==> src/rtl/mc_ctrl_pkg.sv <==
// Shared encodings for the multicycle controller: states, opcodes and datapath mux selects.
package mc_ctrl_pkg;

  typedef enum logic [3:0] {
    S_FETCH    = 4'd0,
    S_DECODE   = 4'd1,
    S_MEMADR   = 4'd2,
    S_MEMREAD  = 4'd3,
    S_MEMWB    = 4'd4,
    S_MEMWRITE = 4'd5,
    S_EXECR    = 4'd6,
    S_EXECI    = 4'd7,
    S_ALUWB    = 4'd8,
    S_BEQ      = 4'd9,
    S_JAL      = 4'd10
  } state_t;

  localparam logic [6:0] OP_LW    = 7'b0000011;
  localparam logic [6:0] OP_SW    = 7'b0100011;
  localparam logic [6:0] OP_RTYPE = 7'b0110011;
  localparam logic [6:0] OP_ITYPE = 7'b0010011;
  localparam logic [6:0] OP_BEQ   = 7'b1100011;
  localparam logic [6:0] OP_JAL   = 7'b1101111;

  // alu_op as consumed by alu_dec
  localparam logic [1:0] ALU_OP_ADD   = 2'b00;
  localparam logic [1:0] ALU_OP_SUB   = 2'b01;
  localparam logic [1:0] ALU_OP_FUNCT = 2'b10;

  localparam logic [1:0] RES_ALUOUT    = 2'b00;
  localparam logic [1:0] RES_DATA      = 2'b01;
  localparam logic [1:0] RES_ALURESULT = 2'b10;

  localparam logic [1:0] SRCA_PC    = 2'b00;
  localparam logic [1:0] SRCA_OLDPC = 2'b01;
  localparam logic [1:0] SRCA_RS1   = 2'b10;

  localparam logic [1:0] SRCB_RS2  = 2'b00;
  localparam logic [1:0] SRCB_IMM  = 2'b01;
  localparam logic [1:0] SRCB_FOUR = 2'b10;

  localparam logic [1:0] IMM_I = 2'b00;
  localparam logic [1:0] IMM_S = 2'b01;
  localparam logic [1:0] IMM_B = 2'b10;
  localparam logic [1:0] IMM_J = 2'b11;

endpackage

==> src/rtl/imm_src_dec.sv <==
// Immediate-format select, decoded from the opcode independently of controller state.
module imm_src_dec
  import mc_ctrl_pkg::*;
(
  input  logic [6:0] op,
  output logic [1:0] imm_src
);

  always_comb begin
    imm_src = IMM_I;
    case (op)
      OP_SW:   imm_src = IMM_S;
      OP_BEQ:  imm_src = IMM_B;
      OP_JAL:  imm_src = IMM_J;
      default: imm_src = IMM_I;
    endcase
  end

endmodule

==> src/rtl/mc_ctrl_fsm.sv <==
// Multicycle RISC-V main controller: Moore FSM sequencing fetch, decode, memory, ALU and branch steps.
module mc_ctrl_fsm
  import mc_ctrl_pkg::*;
#(
  parameter state_t RESET_STATE = S_FETCH
) (
  input  logic       clk,
  input  logic       rst_n,
  input  logic [6:0] op,
  input  logic       zero,
  input  logic       mem_ready,
  output logic       pc_write,
  output logic       adr_src,
  output logic       mem_write,
  output logic       ir_write,
  output logic [1:0] result_src,
  output logic [1:0] alu_src_a,
  output logic [1:0] alu_src_b,
  output logic [1:0] alu_op,
  output logic       reg_write,
  output logic [1:0] imm_src,
  output logic       illegal_op,
  output logic [3:0] busy_state
);

  state_t     state_reg;
  state_t     state_next;
  logic       pc_update;
  logic       branch;
  logic       adr_src_int;
  logic       mem_write_int;
  logic       ir_write_int;
  logic       reg_write_int;
  logic       illegal_int;
  logic [1:0] result_src_int;
  logic [1:0] alu_src_a_int;
  logic [1:0] alu_src_b_int;
  logic [1:0] alu_op_int;
  logic [1:0] imm_src_int;

  imm_src_dec u_imm_src_dec (
    .op      (op),
    .imm_src (imm_src_int)
  );

  always_ff @(posedge clk or negedge rst_n) begin
    if (!rst_n) begin
      state_reg <= RESET_STATE;
    end else begin
      state_reg <= state_next;
    end
  end

  always_comb begin
    state_next     = S_FETCH;
    pc_update      = 1'b0;
    branch         = 1'b0;
    adr_src_int    = 1'b0;
    mem_write_int  = 1'b0;
    ir_write_int   = 1'b0;
    reg_write_int  = 1'b0;
    illegal_int    = 1'b0;
    result_src_int = RES_ALUOUT;
    alu_src_a_int  = SRCA_PC;
    alu_src_b_int  = SRCB_RS2;
    alu_op_int     = ALU_OP_ADD;

    case (state_reg)
      S_FETCH: begin
        alu_src_b_int  = SRCB_FOUR;
        result_src_int = RES_ALURESULT;
        ir_write_int   = mem_ready;
        pc_update      = mem_ready;
        state_next     = mem_ready ? S_DECODE : S_FETCH;
      end
      S_DECODE: begin
        // OldPC + imm is precomputed here so a taken branch/jump has its target ready
        alu_src_a_int = SRCA_OLDPC;
        alu_src_b_int = SRCB_IMM;
        case (op)
          OP_LW, OP_SW: state_next = S_MEMADR;
          OP_RTYPE:     state_next = S_EXECR;
          OP_ITYPE:     state_next = S_EXECI;
          OP_BEQ:       state_next = S_BEQ;
          OP_JAL:       state_next = S_JAL;
          default: begin
            illegal_int = 1'b1;
            state_next  = S_FETCH;
          end
        endcase
      end
      S_MEMADR: begin
        alu_src_a_int = SRCA_RS1;
        alu_src_b_int = SRCB_IMM;
        if (op == OP_LW) begin
          state_next = S_MEMREAD;
        end else if (op == OP_SW) begin
          state_next = S_MEMWRITE;
        end
      end
      S_MEMREAD: begin
        adr_src_int = 1'b1;
        state_next  = mem_ready ? S_MEMWB : S_MEMREAD;
      end
      S_MEMWRITE: begin
        adr_src_int   = 1'b1;
        mem_write_int = mem_ready;
        state_next    = mem_ready ? S_FETCH : S_MEMWRITE;
      end
      S_MEMWB: begin
        result_src_int = RES_DATA;
        reg_write_int  = 1'b1;
      end
      S_EXECR: begin
        alu_src_a_int = SRCA_RS1;
        alu_op_int    = ALU_OP_FUNCT;
        state_next    = S_ALUWB;
      end
      S_EXECI: begin
        alu_src_a_int = SRCA_RS1;
        alu_src_b_int = SRCB_IMM;
        alu_op_int    = ALU_OP_FUNCT;
        state_next    = S_ALUWB;
      end
      S_ALUWB: begin
        reg_write_int = 1'b1;
      end
      S_BEQ: begin
        alu_src_a_int = SRCA_RS1;
        alu_op_int    = ALU_OP_SUB;
        branch        = 1'b1;
      end
      S_JAL: begin
        alu_src_a_int = SRCA_OLDPC;
        alu_src_b_int = SRCB_FOUR;
        pc_update     = 1'b1;
        state_next    = S_ALUWB;
      end
      default: state_next = S_FETCH;
    endcase
  end

  // Every output is held low for the whole reset window, not just after the first edge
  always_comb begin
    pc_write   = 1'b0;
    adr_src    = 1'b0;
    mem_write  = 1'b0;
    ir_write   = 1'b0;
    result_src = 2'b00;
    alu_src_a  = 2'b00;
    alu_src_b  = 2'b00;
    alu_op     = 2'b00;
    reg_write  = 1'b0;
    imm_src    = 2'b00;
    illegal_op = 1'b0;
    if (rst_n) begin
      pc_write   = pc_update | (branch & zero);
      adr_src    = adr_src_int;
      mem_write  = mem_write_int;
      ir_write   = ir_write_int;
      result_src = result_src_int;
      alu_src_a  = alu_src_a_int;
      alu_src_b  = alu_src_b_int;
      alu_op     = alu_op_int;
      reg_write  = reg_write_int;
      imm_src    = imm_src_int;
      illegal_op = illegal_int;
    end
  end

  assign busy_state = state_reg;

endmodule

==> config.mk <==
export PLATFORM = sky130hd
export DESIGN_NAME = mc_ctrl_fsm
export DESIGN_NICKNAME = d
export VERILOG_FILES = /design/src/rtl/mc_ctrl_pkg.sv /design/src/rtl/imm_src_dec.sv /design/src/rtl/mc_ctrl_fsm.sv
export SDC_FILE = /design/constraint.sdc
export NUM_CORES = 1
export LEC_CHECK = 0
export CAP_MARGIN = 20
export CORE_MARGIN = 10
export CORE_UTILIZATION = 42
export CTS_CLUSTER_DIAMETER = 50
export CTS_CLUSTER_SIZE = 30
export DETAILED_ROUTE_END_ITERATION = 10
export PLACE_DENSITY = 0.89
export SETUP_SLACK_MARGIN = 0.3
export SYNTH_ARGS = -nofsm -noshare
export SYNTH_HDL_FRONTEND = slang
export SYNTH_SLANG_ARGS = --single-unit
==> constraint.sdc <==
create_clock -name clk -period 2.3 [get_ports clk]
set_input_delay 0.345 -clock clk [delete_from_list [all_inputs] [get_ports clk]]
set_output_delay 0.345 -clock clk [all_outputs]
set_load 0.02 [all_outputs]
Yosys cells after proc, flatten, opt, wreduce, memory -nomap -nowiden
Cells that the tools add are included.

cells by class
  muxes and demuxes = 31
  bitwise logic cells = 2
  reduce and logical (&&, ||, !) cells = 11
  equality and inequality tests = 16

operators with widths
  kind                                           number
  one-hot mux 4 bit (6 select lines)             1
  one-hot mux 4 bit (5 select lines)             1
  == test 4 x 3 -> 1 bit, second input constant  4
  one-hot mux 2 bit (2 select lines)             4
  == test 7 x 6 -> 1 bit, second input constant  2
  == test 7 bit, second input constant           2
  two-way mux 1 bit                              14
  == test 4 bit, second input constant           3
  two-way mux 3 bit                              4
  OR reduction 2 bit                             6
  two-way mux 2 bit                              5
  == test 4 x 2 -> 1 bit, second input constant  2
  == test 7 x 2 -> 1 bit, second input constant  1
  == test 7 x 5 -> 1 bit, second input constant  1
  one-hot mux 2 bit (3 select lines)             1
  OR reduction 3 bit                             2
  OR reduction 6 bit                             1
  == test 4 x 1 -> 1 bit, second input constant  1
  logical NOT 4 bit                              1
  OR reduction 4 bit                             1
  one-hot mux 1 bit (2 select lines)             1
  bitwise AND 1 bit                              1
  bitwise OR 1 bit                               1

word-level totals
  input bits = 11
  logic and storage cells = 61
  output and inout bits = 20
  bits in registers = 4

Logic depth before layout (Yosys ltp)
  depth after elaboration = 5
  gate-level depth with buffers = 5
  mapped depth without buffers = 4

Modules after synthesis
A second synthesis with hierarchy kept.

unflattened totals
  cell total of the unflattened synthesis = 86
  area, all modules = 569.3 µm²

modules (own cells, without submodules)
  module       instances  cells each  area each (µm²)  sequential area each (µm²)
  mc_ctrl_fsm  1          80          525.5            100.1
  imm_src_dec  1          6           43.8             0.0

Worst setup path after synthesis
No wires, ideal clock.

  kind = register to output
  from = register state_reg[1] (netlist: busy_state[1])
  to = output port result_src[1]
  required time = 1955 ps
  arrival = 1480 ps
  path buffers = 2
  setup slack = 475 ps
  stages on the path, launching flop included = 6
  cell sequence = dfrtp_1 buf_6 buf_2 nor2_1 nand2_1 nor3_1

on the way
  longest elaborated chain between the ends = 3
  elaborated cells on any way between the ends = 4
  classes of those cells = eq/ne (1); mux (2); reduce/logical (1)

ends and longest elaborated chain
  item                                                         line                RTL
  start: declaration                                           mc_ctrl_fsm.sv:26   state_t state_reg;
  start signal: assignment                                     mc_ctrl_fsm.sv:50   state_reg <= state_next;
  == test 4 x 3 -> 1 bit or logical NOT 4 bit (tied branches)  mc_ctrl_fsm.sv:68   case (state_reg)
  one-hot mux 2 bit (2 select lines) (*)                       mc_ctrl_fsm.sv:68
  two-way mux 2 bit (*)                                        mc_ctrl_fsm.sv:156  if (rst_n) begin
  end: declaration                                             mc_ctrl_fsm.sv:16   output logic [1:0] result_src,

Mark *: on every way between the ends. The rest lies on a longest branch, timed or not.

Final worst setup path
  from = input port op[5]
  to = output port imm_src[1]

on the way
  longest elaborated chain between the ends = 3
  elaborated cells on any way between the ends = 5
  classes of those cells = eq/ne (3); mux (2)

ends and longest elaborated chain
  item                                                     line                RTL
  start: declaration                                       mc_ctrl_fsm.sv:9    input logic [6:0] op,
  == test 7 bit or == test 7 x 6 -> 1 bit (tied branches)  imm_src_dec.sv:11   case (op)
  one-hot mux 2 bit (3 select lines) (*)                   imm_src_dec.sv:11
  two-way mux 2 bit (*)                                    mc_ctrl_fsm.sv:156
  end: declaration                                         mc_ctrl_fsm.sv:21   output logic [1:0] imm_src,

Marked as above.

==> impl_metrics.ini <==
[yosys]
ys_warn_count = 0
synthArstFlopShare = 1.00
syn-cell-area_um2 = 634
synth-seq-cells = 4
synthesis.instances = 85
ys_seq_area_frac = 0.158
yosysUniqueCellTypes = 36
syn-num-nets = 96
avgSynthCellArea_um2 = 7.46
synth_edf_count = 0
ys.flop_type = dfrtp_1

[cells_and_area]
final_area_mm2 = 0.00109
layout_common_cells = buf_4 (23), clkdlybuf4s50_1 (12), dlygate4sd2_1 (11), nand2_1 (10), nor2_1 (8)
layout_commonest_cell = buf_4
syn_to_final_growth_pct = 71.8
nFillCells = 104
largest_register_ffs = 4
nets = 146
fin_util = 0.798
stdcell_count = 148
n_antenna_cell = 0
drive_above_1_share = 0.346

[pwr]
powerDensity_mw_per_mm2 = 285
power_frac_comb = 0.466
power_frac_seq = 0.247
leakage_uw = 0.000532
clkPwrFrac = 0.288
power.switching_uw = 107
ir_drop_uv = 169
switching_share = 0.346
p_int_uw = 203

[worst_setup_path]
worstSetupPathType = in2out
crit_fanout = 3
crit_required_ns = 1.96
cp.arrival_ns = 1.64
crit_chain = clkdlybuf4s50_1, nor2b_2, nor2b_4, and3_4, and2_2, clkbuf_2
critPathLaunchType = primary input
crit_slowest_cell = clkdlybuf4s50_1
cp_slowest_stage_delay_ns = 0.47
crit_path_end_kind = primary output

[timing]
slew-limit-headroom = 0.793
whs_ns = 0.320
timing.final.crit_share = 0.864
drv_slew = 0
finalWorstSetupSlack_ns = 0.313
fmax_mhz = 503
timing.final.hold_violations = 0
rsz0062_at_grt = true
setup_violations = 0
tightestPinTransition_ns = 0.307
finalClockSkew_ns = 0.00125
fin_crit_ns = 1.99

[global_routing]
antenna_found_initial = 0
grt_max_degree = 16
grt-ovfl-total = 0
grt_pass1_wl_um = 3690
grt_usage = 0.129
first_global_vias = 808

[cts]
clk_path_buf_depth = 2
clock_latency_ns = 0.24
hold_buffers = 0
cts_buffers = 3
htree_levels = 1
root_buffer = clkbuf_4
cts_sinks = 4
cts.clk_slew.worst_paths_ns = 0.04
tritoncts = built

[place]
portBuffers = 30
dp_hpwl_um = 1710
post-place-cells = 141
placed_cell_area_mm2 = 0.00105
dp_slack_ns = -0.217
gp_congestion = 0.881

[drt]
vias = 835
wl_per_cell_um = 16.3
drcViolationCount = 0
finalWirelength_um = 2410
drt_iter0_drc = 14
vias_per_cell = 5.64
firstDrtPassIters = 4
drtAntennaViolNets = 0

[floorplan]
start_util = 0.464
die-area_mm2 = 0.00347
rows = 13
coreArea_mm2 = 0.00137
die_width_um = 58.9
die_h_um = 58.9
ios = 31

[flow_run]
max_cap_viol_count = 0

[hold_path]
worstHoldPathType = in2async

[outcome]
run_status = completed
[what timing repair did]
action / 4_1_cts / 5_1_grt
endpoints found under the setup margin: 16 / 8
endpoints found under the hold margin: 0 / 0
pin swaps: 0 / 2
buffers inserted: 0 / 4
gates resized for setup: 32 / 15
[through the flow]
step / total power, µW / setup TNS [ns]
4_1_cts: 304 / 0
2_1_floorplan: 145 / 0
3_5_place_dp: 220 / -0.502
6_report: 310 / 0
5_1_grt: 329 / 0
3_3_place_gp: 216 / -0.361
[power by group through the flow]
stage | clock network [µW] | logic, µW | registers [µW]
6_report | 89.3 | 145 | 76.5
5_1_grt | 96.8 | 156 | 76.7
4_1_cts | 90.8 | 137 | 76.1
3_5_place_dp | 0 | 143 | 76.8
3_3_place_gp | 0 | 139 | 76.6
2_1_floorplan | 0 | 65.5 | 79.5
[worst paths after layout]
check / cells after the start / endpoint / slack, ns / from
worst max-delay path: 6 / imm_src[1] / 0.31 / op[5]
worst min register to register: 2 / busy_state[2] / 0.63 / busy_state[0]
max in group asynchronous: 2 / busy_state[2] / 1.85 / rst_n
worst min-delay path: 2 / busy_state[3] / 0.32 / rst_n
worst max register to register: 5 / busy_state[0] / 0.75 / busy_state[3]
min in group clk: 2 / busy_state[2] / 0.63 / busy_state[0]
[per-layer routing]
layer	vias to the layer above	wire length, µm	track usage
li1	407	-	-
met3	2	173	0.0322
met5	-	0	0
met2	44	1300	0.236
met4	0	12	0.0492
met1	382	923	0.136
[cells in the mapped netlist (3+ instances only)]
cell       n  area [µm²]
buf_2      5        25.0
nand2b_1   5        31.3
xnor2_1    3        26.3
nand3b_1   5        37.5
a21oi_1    4        20.0
and3_1     3        18.8
dfrtp_1    4         100
nor3_1     3        15.0
nor2_1     9        33.8
nor2b_1    5        31.3
nand2_1   10        37.5
[cell families after synthesis]
logic type | Yosys count | synth area share
AND/OR/NAND/NOR | 53 | 0.540
XOR/XNOR | 4 | 0.0552
buffers and inverters | 7 | 0.0631
AO/OA/AOI/OAI | 17 | 0.183
flip-flops | 4 | 0.158
[worst max-delay path, delay by kind of cell]
family	cells	cell delay [ns]
buffers and inverters	2	0.63
and+or+nand+nor	4	0.67
[area by class of cell]
cell class,count,area [µm²],area share
Sequential cell,4,104,0.0953
Multi-Input combinational cell,74,518,0.475
Tap cell,15,18.8,0.0172
Timing Repair Buffer,52,427,0.392
Clock buffer,3,22.5,0.0207
Note: power is estimated with default switching activity, not from simulation.
